$ cat src/rtl/wavegen_pkg.sv
// rtl/wavegen_pkg.sv - shared mode encoding and reset defaults for the waveform generator
package wavegen_pkg;

    localparam int MODE_W = 2;

    typedef enum logic [MODE_W-1:0] {
        MODE_SAW      = 2'd0,
        MODE_SQUARE   = 2'd1,
        MODE_TRIANGLE = 2'd2,
        MODE_OFF      = 2'd3
    } mode_e;

    localparam int DIV_RESET = 0;
    // Reset duty is 2^WIDTH >> DUTY_FRAC_SHIFT, i.e. a 50 % square.
    localparam int DUTY_FRAC_SHIFT = 1;

endpackage

$ cat src/rtl/wavegen_multi_if.sv
// rtl/wavegen_multi_if.sv - configuration valid/ready channel of the waveform generator
interface wavegen_multi_if #(
    parameter int WIDTH = 8,
    parameter int DIV_W = 8
) ();
    logic                          cfg_valid;
    logic                          cfg_ready;
    logic [wavegen_pkg::MODE_W-1:0] cfg_mode;
    logic [DIV_W-1:0]              cfg_div;
    logic [WIDTH-1:0]              cfg_duty;

    modport master (
        output cfg_valid,
        output cfg_mode,
        output cfg_div,
        output cfg_duty,
        input  cfg_ready
    );

    modport slave (
        input  cfg_valid,
        input  cfg_mode,
        input  cfg_div,
        input  cfg_duty,
        output cfg_ready
    );
endinterface

$ cat src/rtl/wavegen_prescaler.sv
// rtl/wavegen_prescaler.sv - divide-by-(div+1) sample tick generator with synchronous clear
module wavegen_prescaler #(
    parameter int DIV_W = 8
) (
    input  logic             clk,
    input  logic             rst,
    input  logic             en,
    input  logic             clr,
    input  logic [DIV_W-1:0] div,
    output logic             tick
);

    logic [DIV_W-1:0] presc_q;
    logic [DIV_W-1:0] presc_d;

    assign tick = en && (presc_q == div);

    always_comb begin
        presc_d = presc_q;
        if (clr || tick) begin
            presc_d = '0;
        end else if (en) begin
            presc_d = presc_q + 1'b1;
        end
    end

    always_ff @(posedge clk or posedge rst) begin
        if (rst) begin
            presc_q <= '0;
        end else begin
            presc_q <= presc_d;
        end
    end

endmodule

$ cat src/rtl/wavegen_multi.sv
// rtl/wavegen_multi.sv - saw/square/triangle generator with period-boundary reconfiguration
module wavegen_multi
    import wavegen_pkg::*;
#(
    parameter int WIDTH = 8,
    parameter int DIV_W = 8
) (
    input  logic             clk,
    input  logic             rst,
    input  logic             en,
    wavegen_multi_if.slave   cfg,
    output logic [WIDTH-1:0] wave,
    output logic             sample_tick,
    output logic             period_start
);

    localparam logic [DIV_W-1:0] DIV_RST  = DIV_W'(DIV_RESET);
    localparam logic [WIDTH-1:0] DUTY_RST = WIDTH'(1) << (WIDTH - DUTY_FRAC_SHIFT);

    function automatic logic [WIDTH-1:0] shape(input mode_e m, input logic [WIDTH-1:0] p,
                                               input logic [WIDTH-1:0] duty);
        logic [WIDTH-1:0] s;
        s = {p[WIDTH-2:0], 1'b0};
        case (m)
            MODE_SAW:      shape = p;
            MODE_SQUARE:   shape = (p < duty) ? '1 : '0;
            MODE_TRIANGLE: shape = p[WIDTH-1] ? ~s : s;
            default:       shape = '0;
        endcase
    endfunction

    mode_e            mode_q, mode_d, pend_mode_q, pend_mode_d;
    logic [DIV_W-1:0] div_q, div_d, pend_div_q, pend_div_d;
    logic [WIDTH-1:0] duty_q, duty_d, pend_duty_q, pend_duty_d;
    logic [WIDTH-1:0] ph_q, ph_d, wave_q, wave_d;
    logic             pend_v_q, pend_v_d;
    logic             sample_tick_q, sample_tick_d;
    logic             period_start_q, period_start_d;
    logic             tick, wrap, apply, presc_clr;
    logic [WIDTH-1:0] ph_inc;

    wavegen_prescaler #(.DIV_W(DIV_W)) u_presc (
        .clk  (clk),
        .rst  (rst),
        .en   (en),
        .clr  (presc_clr),
        .div  (div_q),
        .tick (tick)
    );

    assign ph_inc = ph_q + 1'b1;
    assign wrap   = tick && (ph_q == '1);
    // While running, a pending config waits for the wrap; while stopped it lands immediately.
    assign apply  = pend_v_q && (en ? wrap : 1'b1);

    always_comb begin
        mode_d         = mode_q;
        div_d          = div_q;
        duty_d         = duty_q;
        ph_d           = ph_q;
        wave_d         = wave_q;
        pend_v_d       = pend_v_q;
        pend_mode_d    = pend_mode_q;
        pend_div_d     = pend_div_q;
        pend_duty_d    = pend_duty_q;
        sample_tick_d  = tick;
        period_start_d = wrap;
        presc_clr      = 1'b0;

        if (tick) begin
            ph_d   = ph_inc;
            wave_d = shape(mode_q, ph_inc, duty_q);
        end

        if (apply) begin
            mode_d   = pend_mode_q;
            div_d    = pend_div_q;
            duty_d   = pend_duty_q;
            pend_v_d = 1'b0;
            ph_d     = '0;
            wave_d   = shape(pend_mode_q, '0, pend_duty_q);
            if (!en) begin
                presc_clr = 1'b1;
            end
        end

        if (cfg.cfg_valid && !pend_v_q) begin
            pend_v_d    = 1'b1;
            pend_mode_d = mode_e'(cfg.cfg_mode);
            pend_div_d  = cfg.cfg_div;
            pend_duty_d = cfg.cfg_duty;
        end
    end

    always_ff @(posedge clk or posedge rst) begin
        if (rst) begin
            mode_q         <= MODE_SAW;
            div_q          <= DIV_RST;
            duty_q         <= DUTY_RST;
            ph_q           <= '0;
            wave_q         <= '0;
            pend_v_q       <= 1'b0;
            pend_mode_q    <= MODE_SAW;
            pend_div_q     <= '0;
            pend_duty_q    <= '0;
            sample_tick_q  <= 1'b0;
            period_start_q <= 1'b0;
        end else begin
            mode_q         <= mode_d;
            div_q          <= div_d;
            duty_q         <= duty_d;
            ph_q           <= ph_d;
            wave_q         <= wave_d;
            pend_v_q       <= pend_v_d;
            pend_mode_q    <= pend_mode_d;
            pend_div_q     <= pend_div_d;
            pend_duty_q    <= pend_duty_d;
            sample_tick_q  <= sample_tick_d;
            period_start_q <= period_start_d;
        end
    end

    assign cfg.cfg_ready = ~pend_v_q;
    assign wave          = wave_q;
    assign sample_tick   = sample_tick_q;
    assign period_start  = period_start_q;

endmodule

$ cat src/flat_wrapper.sv
// flat-port wrapper written by rule: the top's interface ports become plain ports
module wavegen_multi_flat import wavegen_pkg::*;
#(
    parameter int WIDTH = 8,
    parameter int DIV_W = 8
)
  (clk, rst, en, wave, sample_tick, period_start, cfg_cfg_valid, cfg_cfg_mode, cfg_cfg_div, cfg_cfg_duty, cfg_cfg_ready);
  wavegen_multi_if #(.WIDTH(WIDTH), .DIV_W(DIV_W)) cfg_i ();
  input  logic clk;
  input  logic rst;
  input  logic en;
  output logic [WIDTH-1:0] wave;
  output logic sample_tick;
  output logic period_start;
  input wire logic [$bits(cfg_i.cfg_valid)-1:0] cfg_cfg_valid;
  input wire logic [$bits(cfg_i.cfg_mode)-1:0] cfg_cfg_mode;
  input wire logic [$bits(cfg_i.cfg_div)-1:0] cfg_cfg_div;
  input wire logic [$bits(cfg_i.cfg_duty)-1:0] cfg_cfg_duty;
  output wire logic [$bits(cfg_i.cfg_ready)-1:0] cfg_cfg_ready;
  assign cfg_i.cfg_valid = cfg_cfg_valid;
  assign cfg_i.cfg_mode = cfg_cfg_mode;
  assign cfg_i.cfg_div = cfg_cfg_div;
  assign cfg_i.cfg_duty = cfg_cfg_duty;
  assign cfg_cfg_ready = cfg_i.cfg_ready;
  wavegen_multi #(.WIDTH(WIDTH), .DIV_W(DIV_W)) u_core (.clk(clk), .rst(rst), .en(en), .cfg(cfg_i), .wave(wave), .sample_tick(sample_tick), .period_start(period_start));
endmodule
$ cat config.mk
export PLATFORM = sky130hd
export DESIGN_NAME = wavegen_multi_flat
export DESIGN_NICKNAME = d
export VERILOG_FILES = /design/src/rtl/wavegen_pkg.sv /design/src/rtl/wavegen_multi_if.sv /design/src/rtl/wavegen_prescaler.sv /design/src/rtl/wavegen_multi.sv /design/src/flat_wrapper.sv
export SDC_FILE = /design/constraint.sdc
export NUM_CORES = 1
export LEC_CHECK = 0
export BUFFER_PORTS_ARGS = -buffer_cell sky130_fd_sc_hd__clkbuf_2
export CORE_MARGIN = 2
export CORE_UTILIZATION = 51
export CTS_BUF_LIST = sky130_fd_sc_hd__clkbuf_8
export DETAILED_ROUTE_END_ITERATION = 12
export PLACE_DENSITY = 0.7
export SYNTH_ARGS = -nofsm -noshare
export SYNTH_HDL_FRONTEND = slang
export SYNTH_SLANG_ARGS = --single-unit
$ cat constraint.sdc
create_clock -name clk -period 5.65 [get_ports clk]
set_input_delay 0.2825 -clock clk [delete_from_list [all_inputs] [get_ports clk]]
set_output_delay 0.2825 -clock clk [all_outputs]
set_load 0.02 [all_outputs]
Yosys cells after proc, flatten, opt, wreduce, memory -nomap -nowiden

Cells that the tools add are included.

Word-level logic and storage cells: 49
Output and inout port bits: 11
Bits in registers: 63
Input bits: 22

Add/sub/neg operators: 2
Equality and inequality tests: 5
Reductions and logical operators: 10
Muxes and demuxes: 16
Bitwise logic cells: 2
Magnitude comparators: 2

Operators with widths:

| kind                                                      | number |
|---|---|
| 2-to-1 mux 8 bit                                          | 10 |
| one-hot mux 8 bit (3 select lines)                        | 1 |
| adder 8 x 1 -> 8 bit, second input constant               | 2 |
| == test 8 bit                                             | 1 |
| == test 8 bit, second input constant                      | 1 |
| less-than comparator 1 x 8 -> 1 bit, first input constant | 1 |
| less-than comparator 8 bit                                | 1 |
| inverter 8 bit                                            | 1 |
| nonzero test 2 bit                                        | 3 |
| 2-to-1 mux 1 bit                                          | 5 |
| == test 2 x 1 -> 1 bit, second input constant             | 2 |
| logical AND 1 bit                                         | 4 |
| == test 2 bit, second input constant                      | 1 |
| zero test 2 bit                                           | 1 |
| zero test 1 bit                                           | 1 |
| logical OR 1 bit                                          | 1 |
| inverter 1 bit                                            | 1 |

Logic depth before layout (Yosys ltp)

Depth after elaboration: 8
Depth in mapped cells: 12
Gate-level depth less buffers: 11

Modules after synthesis

Synthesis repeated with hierarchy kept, for this count alone.

Cell total of the unflattened synthesis: 303
Area, all modules: 3384.5 µm²

By module, submodules not included:

| module            | sequential area each (µm²) | area each (µm²) | times used | cells each |
|---|---|---|---|---|
| wavegen_multi     | 1377.6                     | 2882.8          | 1          | 254 |
| wavegen_prescaler | 200.2                      | 501.7           | 1          | 49 |

Worst setup path after synthesis

OpenSTA, ideal clock, no wires.

Path type: register to register
From: reg u_core.ph_q[0]
To: reg u_core.wave_q[1], in the netlist u_core.wave[1]
Buffers on the path: 0
Cell stages (with the launch flop): 10
Period minus slack after synthesis: 2428 ps
Slack: 3222 ps
Required time: 5585 ps
Data arrival time: 2364 ps
Library setup time: 65 ps
Cells stage by stage: dfrtp_1 -> ha_1 -> xor2_1 -> ha_1 -> a211o_1 -> a31o_2 -> a21oi_1 -> a21oi_1 -> a21boi_0 -> o22a_1

Longest elaborated chain between the ends: 6
Elaborated cells on any way between the ends: 13
Those cells by class: 1 x add/sub; 1 x order compare; 1 x eq/ne; 6 x mux; 1 x bitwise; 3 x reduce/logical

Ends and longest elaborated chain:

| element                                                      | line                                     | RTL |
|---|---|---|
| from (decl)                                                  | wavegen_multi.sv:35                      | `logic [WIDTH-1:0] ph_q, ph_d, wave_q, wave_d;` |
| from (signal assigned)                                       | wavegen_multi.sv:112                     | `ph_q <= ph_d;` |
| adder 8 x 1 -> 8 bit                                         | wavegen_multi.sv:51                      | `assign ph_inc = ph_q + 1'b1;` |
| less-than comparator 8 bit or inverter 8 bit (tied branches) | wavegen_multi.sv:26, wavegen_multi.sv:27 |  |
| 2-to-1 mux 8 bit, on equally long branches                   | wavegen_multi.sv:26, wavegen_multi.sv:27 |  |
| one-hot mux 8 bit (3 select lines)                           | wavegen_multi.sv:24                      | `case (m)` |
| 2-to-1 mux 8 bit                                             | wavegen_multi.sv:70                      | `if (tick) begin` |
| 2-to-1 mux 8 bit                                             | wavegen_multi.sv:75                      | `if (apply) begin` |
| to (signal assigned)                                         | wavegen_multi.sv:113                     | `wave_q <= wave_d;` |
| to (decl)                                                    | wavegen_multi.sv:35                      |  |

Parallel ways exist; a longest one is shown, timed or not. The select of a mux whose other input is x is not followed.
A chain may end at the register's enable or synchronous reset.

Worst setup path after layout

Same ends and word-level chain as after synthesis.

==> flow_metrics.tcl <==
set metrics [dict create \
    finClkSkew_ps 12.3 \
    syn-cell-area_um2 3310 \
    synth_fa_ha_area_share_pct 3.41 \
    critPathSlowestCell "dfrtp_1" \
    portBuffers 32 \
    clk_pin_slew_worst_paths_ps 80 \
    grt_pass1_wl_mm 11.2 \
    fin_util_pct 59.0 \
    nets 361 \
    synthFlopType "dfrtp_1" \
    tightest_slew_ps 765 \
    synthMuxAreaShare_pct 15.3 \
    synth-compound-area-share_pct 10.5 \
    area_growth_pct 12.6 \
    initial_core_util_pct 52.4 \
    drv_cap 0 \
    cts_sinks 63 \
    r2r-end "u_core.wave[1]" \
    hold_viol_final 0 \
    cts_tree "built" \
    finalWirelength_mm 6.53 \
    worst_r2r_path_depth 11 \
    antenna_found_initial 0 \
    ant_nets 0 \
    num_vias 2320 \
    postCtsSetupBuffers 0 \
    final_common_cell "dfrtp_1" \
    crit_type "reg2reg" \
    synth_top_family_by_area "multiplexers" \
    endpoint_kind "register" \
    synth-seq-cells 63 \
    relSlewSlack_pct 49.0 \
    grt_pass1_vias 2239 \
    yosys.area_share.simple_pct 12.6 \
    die-area_um2 7140 \
    slew_viol_final 0 \
    synthCells 295 \
    die_h_um 84.5 \
    arrival_ps 3300 \
    drtIter0Drc 190 \
    power.leakage_nw 1.73 \
    die_w_um 84.5 \
    power_density_nw_per_um2 453 \
    synth.distinct_cells 50 \
    gp_congestion 0.941 \
    synth_edf_count 0 \
    insertedDiodeCount 0 \
    rsz0062_at_grt "false" \
    synth_nets 326 \
    gr-usage-all-layers_pct 20.1 \
    ys_seq_area_share_pct 47.7 \
    ctsResizeCount 0 \
    vias_per_cell 5.63 \
    htree_levels 3 \
    tns_ps 0 \
    cp-start-kind "register" \
    path_max_fanout 9 \
    r2r_setup_slack_ps 2640 \
    root_buffer "clkbuf_8" \
    status "completed" \
    multiInputGateArea_um2 1620 \
    numCtsBuffers 9 \
    place_hpwl_mm 4.58 \
    r2r-start "u_core.ph_q[0]" \
    cp_cell_sequence "ha_1 -> nand3_2 -> nor2_1 -> xor2_1 -> ha_1 -> o21ai_0 -> o21ai_0 -> a21oi_1 -> a21oi_1 -> a21boi_0 -> o22a_1" \
    clock_latency_ps 360 \
    seqCellArea_um2 1580 \
    synthArstFlopShare_pct 100 \
    routedWlPerCell_um 15.8 \
    ys_warn_count 0 \
    syn_avg_cell_area_um2 11.2 \
    first_pass_iters 4 \
    coreArea_um2 6310 \
    fmax_mhz 332 \
    timing.final.crit_share_pct 53.3 \
    grt-ovfl-total 0 \
    layout-drive-gt1-share_pct 29.0 \
    finalSetupViolations 0 \
    dp_slack_ps 2800 \
    worst_ep_required_time_ps 5940 \
    cts_hold_buf 0 \
    setup_slack_ps 2640 \
    clockBufferDepth 2 \
    synth_xor_area_share_pct 7.31 \
    fill_cells 546 \
    grt_max_degree 64 \
    io_pins 33 \
    drc 0 \
    hp-class "in2async" \
    fin_crit_ps 3010 \
    rows 29 \
    ir_worst_vdd_v 0.000296 \
    layout_common_cells "dfrtp_1, clkbuf_2, nor2_1" \
    cpPeakStageDelay_ps 480 \
]
logic make-up after synthesis:
| group | Yosys count |
|---|---|
| buffers and inverters | 23 |
| adder cells (fa/ha/maj) | 9 |
| multiplexers | 39 |
| AO/OA/AOI/OAI | 52 |
| flip-flops | 63 |
| AND/OR/NAND/NOR | 83 |
| XOR/XNOR | 26 |
stage by stage:
| stage | instances | total power, W | instance area [µm²] | hold slack [ps] |
|---|---|---|---|---|
| finish | 412 | 0.00169 | 3720 | 111 |
| global placement | 396 | 0.00128 | 3530 | 488 |
| CTS | 412 | 0.00169 | 3720 | 145 |
| floorplan | 295 | 0.00115 | 3310 | 434 |
| global route | 412 | 0.00180 | 3720 | 145 |
| detailed placement | 396 | 0.00129 | 3530 | 496 |
power by group:
| group | leakage, nW | internal (W) | switching (W) |
|---|---|---|---|
| Sequential | 0.765 | 0.000587 | 0.000138 |
| Combinational | 0.869 | 0.000293 | 0.000270 |
| Clock | 0.0956 | 0.000204 | 0.000193 |
critical path: cells and delay by family, from the launching register on:
| family | cells | cell delay, ps |
|---|---|---|
| xor+xnor | 1 | 320 |
| flops | 1 | 480 |
| simple gates | 2 | 290 |
| compound gates | 6 | 1250 |
| fa+ha+maj | 2 | 590 |
Yosys cell counts (4+ instances only):
cell      instances  area share [%]
a21oi_1          12             1.8
clkbuf_1          7            0.79
dfrtp_1          62              47
ha_1              9             3.4
inv_1            12             1.4
mux2_2           20             6.8
mux2_4           18             8.2
nand2_1          19             2.2
nand3_1           4            0.61
nand4_1           8             1.5
nor2_1           25             2.8
nor2b_1           4            0.76
nor4_1            4            0.76
o21ai_0          13             2.0
o22ai_1           5            0.95
xnor2_1          17             4.5
xor2_1            8             2.1
worst max path at each step:
stage | cells after the start | end | slack (ps) | from
CTS | 11 | u_core.wave[1] | 2760 | u_core.ph_q[0]
global placement | 8 | u_core.wave[4] | 2960 | u_core.ph_q[0]
floorplan | 9 | u_core.wave[1] | 3220 | u_core.ph_q[0]
detailed placement | 11 | u_core.wave[1] | 2800 | u_core.ph_q[0]
global route | 11 | u_core.wave[1] | 2390 | u_core.ph_q[0]
finish | 11 | u_core.wave[1] | 2640 | u_core.ph_q[0]
area by class of cell:
| class | instances | area share [%] |
|---|---|---|
| sequential | 63 | 42.4 |
| clock buffer | 9 | 3.33 |
| timing repair buffer | 35 | 4.91 |
| tap | 77 | 2.59 |
| clock inverter | 7 | 1.95 |
| multi-input combinational | 209 | 43.6 |
| inverter | 12 | 1.21 |
flip-flops by register name (all words and copies together) (netlist names), 2 cells and up:
signal / count
u_core.pend_mode_q: 2
u_core.duty_q: 8
u_core.pend_duty_q: 8
u_core.mode_q: 2
u_core.pend_div_q: 8
u_core.wave: 8
u_core.ph_q: 8
u_core.u_presc.presc_q: 8
u_core.div_q: 8
metal layers:
| metal | part of all wire (%) | GRT usage [%] |
|---|---|---|
| met1 | 50 | 30.0 |
| met2 | 42 | 27.7 |
| met3 | 5.3 | 3.74 |
| met4 | 2.5 | 10.7 |
| met5 | 0 | 0 |
No activity file was read; power rests on OpenSTA's default activity.
